### src/rtl/fb_pkg.sv
// Shared framebuffer definitions for the access arbiter and its helpers.
//   FB_WIDTH/FB_HEIGHT/FB_SIZE : framebuffer geometry (one word per pixel)
//   ADDR_W/DATA_W              : RAM address and data widths
//   owner_e                    : which requester owns an issued RAM access
package fb_pkg;

  localparam int unsigned FB_WIDTH  = 640;
  localparam int unsigned FB_HEIGHT = 480;
  localparam int unsigned FB_SIZE   = FB_WIDTH * FB_HEIGHT;
  localparam int unsigned ADDR_W    = 19;
  localparam int unsigned DATA_W    = 8;

  typedef enum logic [1:0] {
    OwnNone = 2'd0,
    OwnDisp = 2'd1,
    OwnCpu  = 2'd2
  } owner_e;

  // True when the address lies inside a framebuffer of 'size' words.
  function automatic logic in_range(logic [ADDR_W-1:0] addr, int unsigned size);
    return 32'(addr) < size;
  endfunction

endpackage

### src/rtl/fb_sat_counter.sv
// Saturating up-counter.
//   clock : clock
//   clear : synchronous clear to zero (has priority)
//   inc   : increment enable; the count sticks at all-ones
//   count : current count
module fb_sat_counter #(
  parameter int unsigned WIDTH = 16
) (
  input  logic             clock,
  input  logic             clear,
  input  logic             inc,
  output logic [WIDTH-1:0] count
);

  always_ff @(posedge clock) begin
    if (clear) begin
      count <= '0;
    end else if (inc && (count != '1)) begin
      count <= count + WIDTH'(1);
    end
  end

endmodule

### src/rtl/fb_access_arbiter.sv
// Framebuffer RAM arbiter between a display read port and a CPU read/write port.
// Display normally wins; a CPU request that has waited MAX_STARVE cycles is forced
// through, and the display request dropped in that cycle is reported as a miss.
//   clock, reset                       : clock, synchronous active-high reset
//   disp_req/disp_addr                 : display read request
//   disp_rdata/disp_rvalid/disp_miss   : display read return, dropped-request pulse
//   cpu_valid/cpu_ready/cpu_we/...     : CPU valid/ready request channel
//   cpu_rdata/cpu_rvalid/cpu_err       : CPU read return, out-of-range pulse
//   mem_*                              : RAM port (read data valid one cycle after mem_en)
//   miss_count                         : saturating count of display misses
module fb_access_arbiter
  import fb_pkg::*;
#(
  parameter int unsigned MAX_STARVE = 16,
  parameter int unsigned FB_SIZE    = fb_pkg::FB_SIZE
) (
  input  logic              clock,
  input  logic              reset,
  input  logic              disp_req,
  input  logic [ADDR_W-1:0] disp_addr,
  output logic [DATA_W-1:0] disp_rdata,
  output logic              disp_rvalid,
  output logic              disp_miss,
  input  logic              cpu_valid,
  output logic              cpu_ready,
  input  logic              cpu_we,
  input  logic [ADDR_W-1:0] cpu_addr,
  input  logic [DATA_W-1:0] cpu_wdata,
  output logic [DATA_W-1:0] cpu_rdata,
  output logic              cpu_rvalid,
  output logic              cpu_err,
  output logic              mem_en,
  output logic              mem_we,
  output logic [ADDR_W-1:0] mem_addr,
  output logic [DATA_W-1:0] mem_wdata,
  input  logic [DATA_W-1:0] mem_rdata,
  output logic [15:0]       miss_count
);

  // MAX_STARVE = 0 forces every pending CPU request straight through.
  localparam int unsigned STARVE_W = (MAX_STARVE < 1) ? 1 : $clog2(MAX_STARVE + 1);
  localparam logic [STARVE_W-1:0] STARVE_MAX = STARVE_W'(MAX_STARVE);

  logic [STARVE_W-1:0] starve_cnt;
  logic                forced;
  logic                grant_disp;
  logic                grant_cpu;
  owner_e              grant;
  logic [ADDR_W-1:0]   gnt_addr;
  logic                gnt_oor;

  // Stage-1 bookkeeping for the access now on the RAM port.
  owner_e owner_q;
  logic   oor_q;
  logic   rd_q;
  logic   miss_q;

  always_comb begin
    forced     = cpu_valid && (starve_cnt == STARVE_MAX);
    grant_disp = disp_req && !forced;
    grant_cpu  = cpu_valid && !grant_disp;
    grant      = grant_disp ? OwnDisp : (grant_cpu ? OwnCpu : OwnNone);
    gnt_addr   = grant_disp ? disp_addr : (grant_cpu ? cpu_addr : '0);
    gnt_oor    = !in_range(gnt_addr, FB_SIZE);
  end

  assign cpu_ready = grant_cpu && !reset;

  always_ff @(posedge clock) begin
    if (reset) begin
      starve_cnt  <= '0;
      mem_en      <= 1'b0;
      mem_we      <= 1'b0;
      mem_addr    <= '0;
      mem_wdata   <= '0;
      owner_q     <= OwnNone;
      oor_q       <= 1'b0;
      rd_q        <= 1'b0;
      miss_q      <= 1'b0;
      disp_rvalid <= 1'b0;
      disp_rdata  <= '0;
      disp_miss   <= 1'b0;
      cpu_rvalid  <= 1'b0;
      cpu_rdata   <= '0;
      cpu_err     <= 1'b0;
    end else begin
      if (!cpu_valid || grant_cpu) begin
        starve_cnt <= '0;
      end else if (starve_cnt != STARVE_MAX) begin
        starve_cnt <= starve_cnt + STARVE_W'(1);
      end

      // Stage 1: drive the RAM; out-of-range addresses never reach it.
      mem_en    <= (grant != OwnNone) && !gnt_oor;
      mem_we    <= grant_cpu && cpu_we && !gnt_oor;
      mem_addr  <= gnt_addr;
      mem_wdata <= (grant_cpu && cpu_we) ? cpu_wdata : '0;
      owner_q   <= grant;
      oor_q     <= gnt_oor;
      rd_q      <= !(grant_cpu && cpu_we);
      // A CPU grant while display is requesting can only be a forced one.
      miss_q    <= disp_req && grant_cpu;

      // Stage 2: return read data to the owner only; data regs hold otherwise.
      disp_rvalid <= (owner_q == OwnDisp);
      if (owner_q == OwnDisp) begin
        disp_rdata <= oor_q ? '0 : mem_rdata;
      end
      cpu_rvalid <= (owner_q == OwnCpu) && rd_q;
      if ((owner_q == OwnCpu) && rd_q) begin
        cpu_rdata <= oor_q ? '0 : mem_rdata;
      end
      cpu_err   <= (owner_q == OwnCpu) && oor_q;
      disp_miss <= miss_q;
    end
  end

  fb_sat_counter #(
    .WIDTH(16)
  ) u_miss_counter (
    .clock(clock),
    .clear(reset),
    .inc  (miss_q),
    .count(miss_count)
  );

endmodule

### config.mk
export PLATFORM = sky130hd
export DESIGN_NAME = fb_access_arbiter
export DESIGN_NICKNAME = d
export VERILOG_FILES = /design/src/rtl/fb_pkg.sv /design/src/rtl/fb_sat_counter.sv /design/src/rtl/fb_access_arbiter.sv
export SDC_FILE = /design/constraint.sdc
export NUM_CORES = 1
export LEC_CHECK = 0
export BUFFER_PORTS_ARGS = -buffer_cell sky130_fd_sc_hd__buf_4
export CAP_MARGIN = 5
export CORE_ASPECT_RATIO = 0.9
export CORE_MARGIN = 4
export CORE_UTILIZATION = 45
export CTS_CLUSTER_SIZE = 25
export DETAILED_ROUTE_END_ITERATION = 10
export PLACE_DENSITY = 0.85
export SLEW_MARGIN = 20
export SYNTH_ARGS = -nofsm -noshare
export SYNTH_HDL_FRONTEND = slang
export SYNTH_SLANG_ARGS = --single-unit
### constraint.sdc
create_clock -name clock -period 2 [get_ports clock]
set_input_delay 0.1 -clock clock [delete_from_list [all_inputs] [get_ports clock]]
set_output_delay 0.1 -clock clock [all_outputs]
set_load 0.005 [all_outputs]
==> results.yml, run 1 <==
status:
  status: "completed"
min_path:
  min_path_type: "input pin to register"
  holdPathStages: 2
synthesis:
  synth_top_family_by_area: "simple AND/OR/NAND/NOR gates"
  synth_nets: 379
  synth_area_per_cell_um2: 9.232
  synth_cells: 317
  ys_types: 48
  syn_area_um2: 2927
  synth_compound_area_frac: 0.1462
  synth_warnings: 0
  synthMuxAreaShare: 0.02864
  yosys.area_share.simple: 0.2608
  synth_seq_area_share: 0.5130
  synth_adder_area_share: 0.01283
  synth_edf_count: 0
  synth_seq_cells: 75
  async_flop_share: 0
  synthXorXnorAreaFrac: 0.008978
  synth-main-ff-cell: "dfxtp_1"
power_and_ir_drop:
  cellPowerDensity_nw_per_um2: 727.0
  leakagePower_uw: 0.002000
  irDropWorstVdd_uv: 469.8
floorplanning:
  start_util: 0.4708
  core_um2: 6216
  pin_count: 125
  rows: 27
  die_area_um2: 7859
  die_height_um: 84.51
  die_w_um: 93.01
sta:
  finalCriticalPeriod_ns: 1.879
  rsz0062_at_grt: "no"
  fin_crit_sh: 0.9397
  finClkSkew_ns: 0.01163
  fin_setup_tns_ns: 0
  max_freq_mhz: 532.1
  hold_viol: 0
  final_max_slew_viol_count: 0
  relSlewSlack: 0.6313
  max_slew.worst_pin.slew_ns: 0.5519
  setup_viol: 0
route:
  wl_per_cell_um: 14.46
  ant_nets: 0
  first_iter_violations: 120
  drcViolationCount: 0
  first_pass_iters: 4
  vias: 2892
  wl_um: 8225
  viasPerCell: 5.083
placed_design:
  portBuffers: 124
  place_congestion: 0.8096
  placed_area_um2: 3966
  dp_hpwl_um: 5522
grt:
  antenna_found_initial: 0
  grt_usage: 0.2142
  grt_max_degree: 52
  grt_pass1_wl_um: 13630
  globalRouteOverflowTotal: 0
  grt_pass1_vias: 2935
cts:
  cts_buffers: 9
  tritoncts: "done"
  clock-root-buffer: "clkbuf_8"
  cts_setup_buffers: 0
  cts.sinks: 75
  clk_pin_slew_worst_paths_ns: 0.07
  clk_latency_ns: 0.33
  htreeDepth: 3
  clockBufferDepth: 2
layout:
  syn_to_final_growth_pct: 55.02
  final_common_cell: "buf_4"
  antenna_cells: 0
  drive_gt1_frac: 0.3237
  final_core_util: 0.7299
  fin_area_um2: 4537
  layout.nets: 540
  layout_common_cells: "131 x buf_4, 75 x dfxtp_1, 38 x nand2_1, 32 x dlygate4sd3_1, 30 x a21oi_1"
critical_path:
  path_class: "register to register"
  reg2regPathDepth: 5
  worstPathArrival_ns: 2.10
  start_kind: "register"
  worstPathRequired_ns: 2.22
  worstSetupEndpointType: "register"
  crit_path_max_fanout: 6
run:
  maxCapViolCount: 0
==> cells by family after synthesis <==
| logic type | count (synthesis) |
|---|---|
| AND/OR/NAND/NOR | 141 |
| adder cells (fa/ha/maj) | 3 |
| AO/OA/AOI/OAI | 65 |
| multiplexers | 8 |
| flip-flops | 75 |
| XOR/XNOR | 3 |
| buffers and inverters | 22 |
==> power breakdown <==
part / total [uW] / switching, uW / internal (uW) / leakage [uW]
Combinational: 351 / 137 / 215 / 0.00127
Sequential: 1560 / 22.1 / 1540 / 0.000611
Clock: 1390 / 527 / 860 / 0.000120
Total: 3300 / 685 / 2610 / 0.00200
==> synth_stat cells (5+ instances only) <==
master / count / area, um2
mux2i_1: 5 / 50.05
nor2_1: 21 / 78.83
nor2b_1: 15 / 93.84
nand3_1: 12 / 60.06
and2_1: 16 / 100.1
nor3_1: 7 / 35.03
a22o_1: 12 / 105.1
nand2_1: 38 / 142.6
dfxtp_1: 75 / 1501
inv_1: 9 / 33.78
a21oi_1: 30 / 150.1
clkbuf_1: 8 / 30.03
and3_1: 5 / 31.28
==> what timing repair did <==
item / 4_1_cts / 5_1_grt
hold buffers: 32 / 0
setup endpoints to repair: 1 / 8
endpoints found under the hold margin: 20 / 0
resized for setup: 3 / 1
==> worst paths after layout <==
check | startpoint | slack, ns | to
worst min-delay path | cpu_valid | 0.03 | rd_q$_SDFF_PP0_
worst max-delay path | u_miss_counter.count[0]$_SDFFE_PP0P_ | 0.12 | u_miss_counter.count[0]$_SDFFE_PP0P_
worst max register to register | u_miss_counter.count[0]$_SDFFE_PP0P_ | 0.12 | u_miss_counter.count[0]$_SDFFE_PP0P_
worst min register to register | disp_rdata[1]$_SDFFE_PP0P_ | 0.45 | disp_rdata[1]$_SDFFE_PP0P_
==> metrics by stage <==
stage | setup slack [ns] | power, uW | instances | hold WS, ns
2_1_floorplan | 0.1465 | 1702 | 317 | 0.1919
3_3_place_gp | 0.1275 | 1881 | 522 | 0.3028
3_5_place_dp | 0.04710 | 1888 | 522 | 0.3066
4_1_cts | 0.1088 | 3317 | 569 | 0.01094
5_1_grt | 0.02559 | 3428 | 569 | 0.02523
6_report | 0.1206 | 3298 | 569 | 0.02975
==> flip-flops by register name, indices dropped and copies added (netlist names) <==
register / count
cpu_err: 1
disp_rdata: 8
oor_q: 1
mem_en: 1
cpu_rdata: 8
disp_miss: 1
cpu_rvalid: 1
mem_we: 1
mem_wdata: 8
starve_cnt: 5
u_miss_counter.count: 16
owner_q: 2
disp_rvalid: 1
miss_q: 1
rd_q: 1
mem_addr: 19
==> per-layer routing <==
metal	global-route usage	wire length (um)
met3	0.07706	636
met2	0.3643	4005
met1	0.2474	3424
met5	0	0
met4	0.07723	159
==> critical path, cell delays in order (launching register included) <==
cell,delay [ns]
dfxtp_1,0.35
ha_1,0.26
and3_1,0.23
and3_1,0.25
a21oi_1,0.32
mux2_2,0.37
==> cell type report <==
| cell class | instances | area, um2 |
|---|---|---|
| Multi-Input combinational cell | 220 | 1349 |
| Timing Repair Buffer | 163 | 1304 |
| Clock buffer | 11 | 141.4 |
| Sequential cell | 75 | 1501 |
| Tap cell | 87 | 108.9 |
| Inverter | 9 | 33.78 |
| Fill cell | 471 | 1679 |
| Clock inverter | 4 | 98.84 |
Note: power is estimated with default switching activity, not from simulation.
==> run 2, diff against run 1 <==
CORE_MARGIN = unset   (was 4)
==> run 2 against run 1 <==
- total power is 6.9% lower
- worst setup slack worse by 0.013 ns
- sequential cell count stayed put
- final cell count rose by 0.88%
- final area down 0.14%
- hold slack worse by 0.012 ns
- clock-buffer cell count up 2
- critical path depth grew 3
- first-iteration DRC count fell by 7.5%
- clock skew down 0.0084 ns
- largest power group unchanged
==> results.yml, run 2 (synthesis results as in run 1) <==
status:
  status: "completed"
power_and_ir_drop:
  irDropWorstVdd_uv: 540.7
  cellPowerDensity_nw_per_um2: 678.0
  leakagePower_uw: 0.002005
  finalPower_uw: 3072
critical_path:
  worstPathArrival_ns: 2.12
  crit_path_max_fanout: 14
  r2r-start: "starve_cnt[0]$_SDFFE_PP0P_"
  path_class: "register to register"
  cp-startpoint: "starve_cnt[0]$_SDFFE_PP0P_"
  worstSetupEndpointType: "register"
  reg2regPathDepth: 8
  worstPathRequired_ns: 2.23
  ff2ff_setup_slack_ns: 0.11
  crit-reg2reg-capture: "mem_wdata[1]$_SDFF_PP0_"
  start_kind: "register"
  endpoint: "mem_wdata[1]$_SDFF_PP0_"
run:
  maxCapViolCount: 0
route:
  first_iter_violations: 111
  first_pass_iters: 4
  wl_um: 8240
  route.met2.wl_um: 4172
  vias: 2900
  met1Wirelength_um: 3376
  top_layer: "met4"
  viasPerCell: 5.052
  met3_length_um: 640
  wl_per_cell_um: 14.36
  drcViolationCount: 0
  ant_nets: 0
sta:
  fin_crit_sh: 0.9464
  relSlewSlack: 0.6328
  setup_viol: 0
  final_max_slew_viol_count: 0
  whs_ns: 0.01760
  max_slew.worst_pin.slew_ns: 0.5497
  max_freq_mhz: 528.3
  finalCriticalPeriod_ns: 1.893
  finClkSkew_ns: 0.003271
  hold_viol: 0
layout:
  max_flop_register: "mem_addr"
  layout_common_cells: "135 x buf_4, 75 x dfxtp_1, 38 x nand2_1, 33 x dlygate4sd3_1, 30 x a21oi_1"
  fillerInstances: 452
  antenna_cells: 0
  drive_gt1_frac: 0.3265
  syn_to_final_growth_pct: 54.81
  largest_reg_flops: 19
  final_common_cell: "buf_4"
  layout.nets: 545
  top_regs: "mem_addr: 19 flops, u_miss_counter.count: 16 flops"
  final_core_util: 0.7328
cts:
  tritoncts: "done"
  clk_pin_slew_worst_paths_ns: 0.07
  clock-root-buffer: "clkbuf_8"
  clockBufferDepth: 2
  htreeDepth: 3
  cts_buffers: 9
  clk_latency_ns: 0.34
  cts.sinks: 75
grt:
  antenna_found_initial: 0
  grt_max_degree: 52
  grt_pass1_vias: 2748
  grt_pass1_wl_um: 11860
  grt_usage: 0.2251
  globalRouteOverflowTotal: 0
floorplanning:
  die_height_um: 78.51
  core_um2: 6182
  die_w_um: 87.01
  rows: 27
  pin_count: 125
  start_util: 0.4734
  die_area_um2: 6830
placed_design:
  place_congestion: 0.7803
  dp_hpwl_um: 5023
  portBuffers: 124
min_path:
  min_path_type: "input pin to register"
## run 2: cell count changes in the layout (fill, tap and decap cells not counted)
cell	before	now
buf_4	131	135
bufinv_16	3	1
clkbuf_1	1	2
clkbuf_8	10	11
clkinv_2	0	1
clkinv_4	1	0
dlygate4sd3_1	32	33
## run 2: how the worst min path moves through the flow
stage	end	startpoint	slack (ns)	cells after the start
after floorplan	rd_q$_SDFF_PP0_	cpu_valid	0.19	1
after global placement	mem_wdata[3]$_SDFF_PP0_	cpu_wdata[3]	0.30	2
after detailed placement	mem_wdata[3]$_SDFF_PP0_	cpu_wdata[3]	0.31	2
after CTS	mem_addr[15]$_SDFF_PP0_	cpu_addr[15]	0.004	3
after global routing	mem_addr[15]$_SDFF_PP0_	cpu_addr[15]	0.01	3
final	mem_addr[15]$_SDFF_PP0_	cpu_addr[15]	0.02	3
## run 2: cell type report
class                   instances  area, um2  area share
well taps                      87      108.9     0.02403
clock inverters                 2      35.03    0.007733
clock buffers                  13      158.9     0.03507
flip-flops and latches         75       1501      0.3314
multi-input cells             220       1349      0.2977
inverters                       9      33.78    0.007456
repair buffers                168       1344      0.2966
## run 2: worst max-delay path: stages, from the launching register on
cell and delay [ns]:
dfxtp_1 0.38, inv_1 0.07, ha_1 0.21, and4bb_2 0.26
a21boi_2 0.22, buf_4 0.24, nor3b_1 0.08, buf_4 0.16
and2_1 0.17
## run 2: timing repair
| item | CTS | global route |
|---|---|---|
| endpoints found under the hold margin | 21 | 0 |
| endpoints found under the setup margin | 1 | 13 |
| setup buffers | 0 | 5 |
| gates resized for setup | 3 | 1 |
| hold buffers | 33 | 0 |
## run 2: metrics by stage
| step | instance area (um2) | setup WS [ns] | setup TNS (ns) | instances |
|---|---|---|---|---|
| 2_1_floorplan | 2927 | 0.1465 | 0 | 317 |
| 4_1_cts | 4492 | 0.08601 | 0 | 569 |
| 5_1_grt | 4531 | -0.004903 | -0.004903 | 574 |
| 3_5_place_dp | 3959 | 0.03069 | 0 | 521 |
| 6_report | 4531 | 0.1071 | 0 | 574 |
| 3_3_place_gp | 3959 | 0.1061 | 0 | 521 |
## run 2: layer usage
metal	track usage	vias up
met1	0.2444	1355
met5	0	-
met2	0.3866	103
li1	-	1438
met4	0.08000	0
met3	0.09884	4
## run 2: report_power, final
group	internal (uW)	total (uW)	leakage, uW	switching [uW]
clock	637	1150	0.0000995	514
combinational	220	359	0.00129	139
sequential	1540	1560	0.000611	23.1
==> run 3, diff against run 2 <==
ABC_AREA = 1   (was unset)
==> run 3 against run 2 <==
- clock skew is 0.010 ns higher
- sequential cell count did not move
- highest routed layer unchanged
- largest power group unchanged
- combinational power increased by 11%
- critical path type is now register to output port
==> results.yml, run 3 <==
status:
  status: "completed"
layout:
  layout.nets: 601
  largest_reg_flops: 19
  fin_area_um2: 4624
  top_regs: "mem_addr: 19 flops, u_miss_counter.count: 16 flops"
  final_common_cell: "buf_4"
  layout_common_cells: "131 x buf_4, 75 x dfxtp_1, 65 x nand2_1, 52 x nor2_1, 41 x inv_1"
  antenna_cells: 0
  regArea_um2: 1501
  syn_to_final_growth_pct: 53.23
  fillerInstances: 486
  max_flop_register: "mem_addr"
  drive_gt1_frac: 0.3112
  multi_input_area_um2: 1266
min_path:
  min_path_type: "input pin to register"
  holdPathStages: 3
  worstHoldEndpoint: "mem_addr[13]$_SDFF_PP0_"
  min_from: "disp_addr[13]"
cts:
  htreeDepth: 3
  clk_pin_slew_worst_paths_ns: 0.07
  cts_buffers: 9
  clockBufferDepth: 2
  clk_latency_ns: 0.35
  cts.sinks: 75
  tritoncts: "done"
  clock-root-buffer: "clkbuf_8"
power_and_ir_drop:
  p_seq_frac: 0.451
  leakagePower_uw: 0.002177
  cellPowerDensity_nw_per_um2: 753.0
  p_sw_frac: 0.2180
  irDropWorstVdd_uv: 434.7
  clock_power_share: 0.435
  power_frac_comb: 0.115
  p_switching_uw: 759.0
  internal-power_uw: 2723
route:
  viasPerCell: 4.956
  first_pass_iters: 5
  wl_um: 8965
  wl_per_cell_um: 14.23
  drcViolationCount: 0
  vias: 3122
  ant_nets: 0
  first_iter_violations: 144
synthesis:
  yosysTopAreaCellShare: 0.4975
  synth_seq_area_share: 0.4975
  synth_edf_count: 0
  synth_area_per_cell_um2: 8.026
  synth_commonest_cells: "75 x dfxtp_1, 65 x nand2_1, 52 x nor2_1"
  ys_types: 34
  synth_nets: 438
  synth-main-ff-cell: "dfxtp_1"
  post-synth-top-count-cell: "dfxtp_1"
  async_flop_share: 0
  synth_seq_cells: 75
  synth_top_area_cell: "dfxtp_1"
  synthTopCellsByArea: "dfxtp_1 50%, nand2_1 8.1%, nor2_1 6.5%, inv_1 5.1%, a21oi_1 4.5%"
  syn_area_um2: 3018
  synth_cells: 376
  synth_warnings: 0
critical_path:
  ff2ff_setup_slack_ns: 0.24
  reg2regPathDepth: 15
  r2r-start: "starve_cnt[0]$_SDFFE_PP0P_"
  worstPathRequired_ns: 1.90
  worstPathArrival_ns: 1.72
  crit_path_max_fanout: 4
  critPathMaxStageDelay_ns: 0.35
  crit-reg2reg-capture: "mem_we$_SDFF_PP0_"
  worstSetupEndpointType: "output port"
  path_class: "register to output port"
  cp_slowest_cell: "dfxtp_1"
  cp_cell_sequence: "inv_1 > ha_1 > nand2_1 > inv_1 > nand3_2 > nand2_4 > nand2_1 > nor2_4 > buf_4"
  start_kind: "register"
floorplanning:
  start_util: 0.4803
  die_w_um: 88.32
  rows: 27
  core_um2: 6284
  die_area_um2: 7038
  die_height_um: 79.69
  pin_count: 125
placed_design:
  dp_hpwl_um: 5611
  portBuffers: 124
  place_congestion: 0.8466
  placed_area_um2: 3998
sta:
  fin_crit_sh: 0.9114
  max_slew.worst_pin.slew_ns: 0.7087
  setup_viol: 0
  max_freq_mhz: 548.6
  final_max_slew_viol_count: 0
  relSlewSlack: 0.5258
  rsz0062_at_grt: "no"
  fin_setup_tns_ns: 0
  finalCriticalPeriod_ns: 1.823
  finClkSkew_ns: 0.01350
  hold_viol: 0
run:
  maxCapViolCount: 0
grt:
  grt_max_degree: 32
  grt_usage: 0.2687
  grt_pass1_vias: 3003
  antenna_found_initial: 0
  grt_pass1_wl_um: 14150
  globalRouteOverflowTotal: 0
==> run 3: cell types whose count changed after synthesis, moves of 4 or more <==
| cell | delta |
|---|---|
| nor3b_1 | +4 |
| nand3_1 | +10 |
| nand2_2 | +9 |
| mux2i_1 | -5 |
| nor2_1 | +31 |
| inv_1 | +32 |
| and2_1 | -15 |
| o21ai_0 | +16 |
| and3_1 | -5 |
| nand2_1 | +27 |
| nor2b_1 | -15 |
==> run 3: timing repair <==
action,CTS,global route
gates resized for setup,1,0
hold buffers,33,0
endpoints found under the hold margin,21,0
buffers inserted,2,2
pin swaps,1,1
gates cloned,0,0
endpoints found under the setup margin,1,1
==> run 3: cells by family after synthesis <==
family	after synthesis	synth area share
buffers and inverters	56	0.08458
AND/OR/NAND/NOR	173	0.2653
AO/OA/AOI/OAI	63	0.1227
flip-flops	75	0.4975
adder cells (fa/ha/maj)	3	0.01244
XOR/XNOR	6	0.01742
==> run 3: worst max path at each step <==
stage / start / to / slack (ns) / depth (start not counted)
5_1_grt: starve_cnt[0]$_SDFFE_PP0P_ / mem_we$_SDFF_PP0_ / 0.02 / 13
2_1_floorplan: starve_cnt[0]$_SDFFE_PP0P_ / mem_we$_SDFF_PP0_ / 0.48 / 13
6_report: starve_cnt[0]$_SDFFE_PP0P_ / cpu_ready / 0.18 / 9
3_3_place_gp: starve_cnt[0]$_SDFFE_PP0P_ / mem_we$_SDFF_PP0_ / 0.24 / 10
3_5_place_dp: starve_cnt[0]$_SDFFE_PP0P_ / mem_wdata[0]$_SDFF_PP0_ / 0.03 / 10
4_1_cts: starve_cnt[0]$_SDFFE_PP0P_ / cpu_ready / 0.08 / 9
==> run 3: worst max-delay path, delay by kind of cell, from the launching register on <==
family,cells,cell delay [ns]
flops,1,0.35
fa+ha+maj,1,0.14
buf+inv,3,0.34
simple gates,5,0.56
==> run 3: metrics by stage <==
| stage | setup slack, ns | power [uW] | hold WS, ns | util | std cells |
|---|---|---|---|---|---|
| after floorplan | 0.4827 | 1739 | 0.2122 | - | 376 |
| after global placement | 0.2352 | 1921 | 0.3104 | 0.6362 | 578 |
| after detailed placement | 0.03241 | 1929 | 0.3114 | 0.6362 | 578 |
| after CTS | 0.07953 | 3478 | 0.02079 | 0.7336 | 628 |
| after global routing | 0.02144 | 3606 | 0.02675 | 0.7360 | 630 |
| final | 0.1772 | 3482 | 0.03331 | 0.7360 | 630 |
==> run 3: layer usage <==
layer,wire [um],vias up,track usage
li1,-,1531,-
met1,3579,1425,0.3008
met2,4522,145,0.4662
met3,622,21,0.07963
met4,240,0,0.1226
met5,0,-,0
==> run 3: power by group through the flow <==
stage	Clock (uW)	Sequential, uW	Combinational (uW)
final	1510	1570	400
after global routing	1600	1570	434
after CTS	1530	1570	382
after detailed placement	0	1600	327
after global placement	0	1600	320
after floorplan	0	1600	136
==> run 3: final cells by class <==
type | count | area share
Inverter | 44 | 0.03734
Clock buffer | 9 | 0.02679
Multi-Input combinational cell | 245 | 0.2738
Timing Repair Buffer | 164 | 0.2841
Clock inverter | 6 | 0.02976
Sequential cell | 75 | 0.3247
Tap cell | 87 | 0.02354
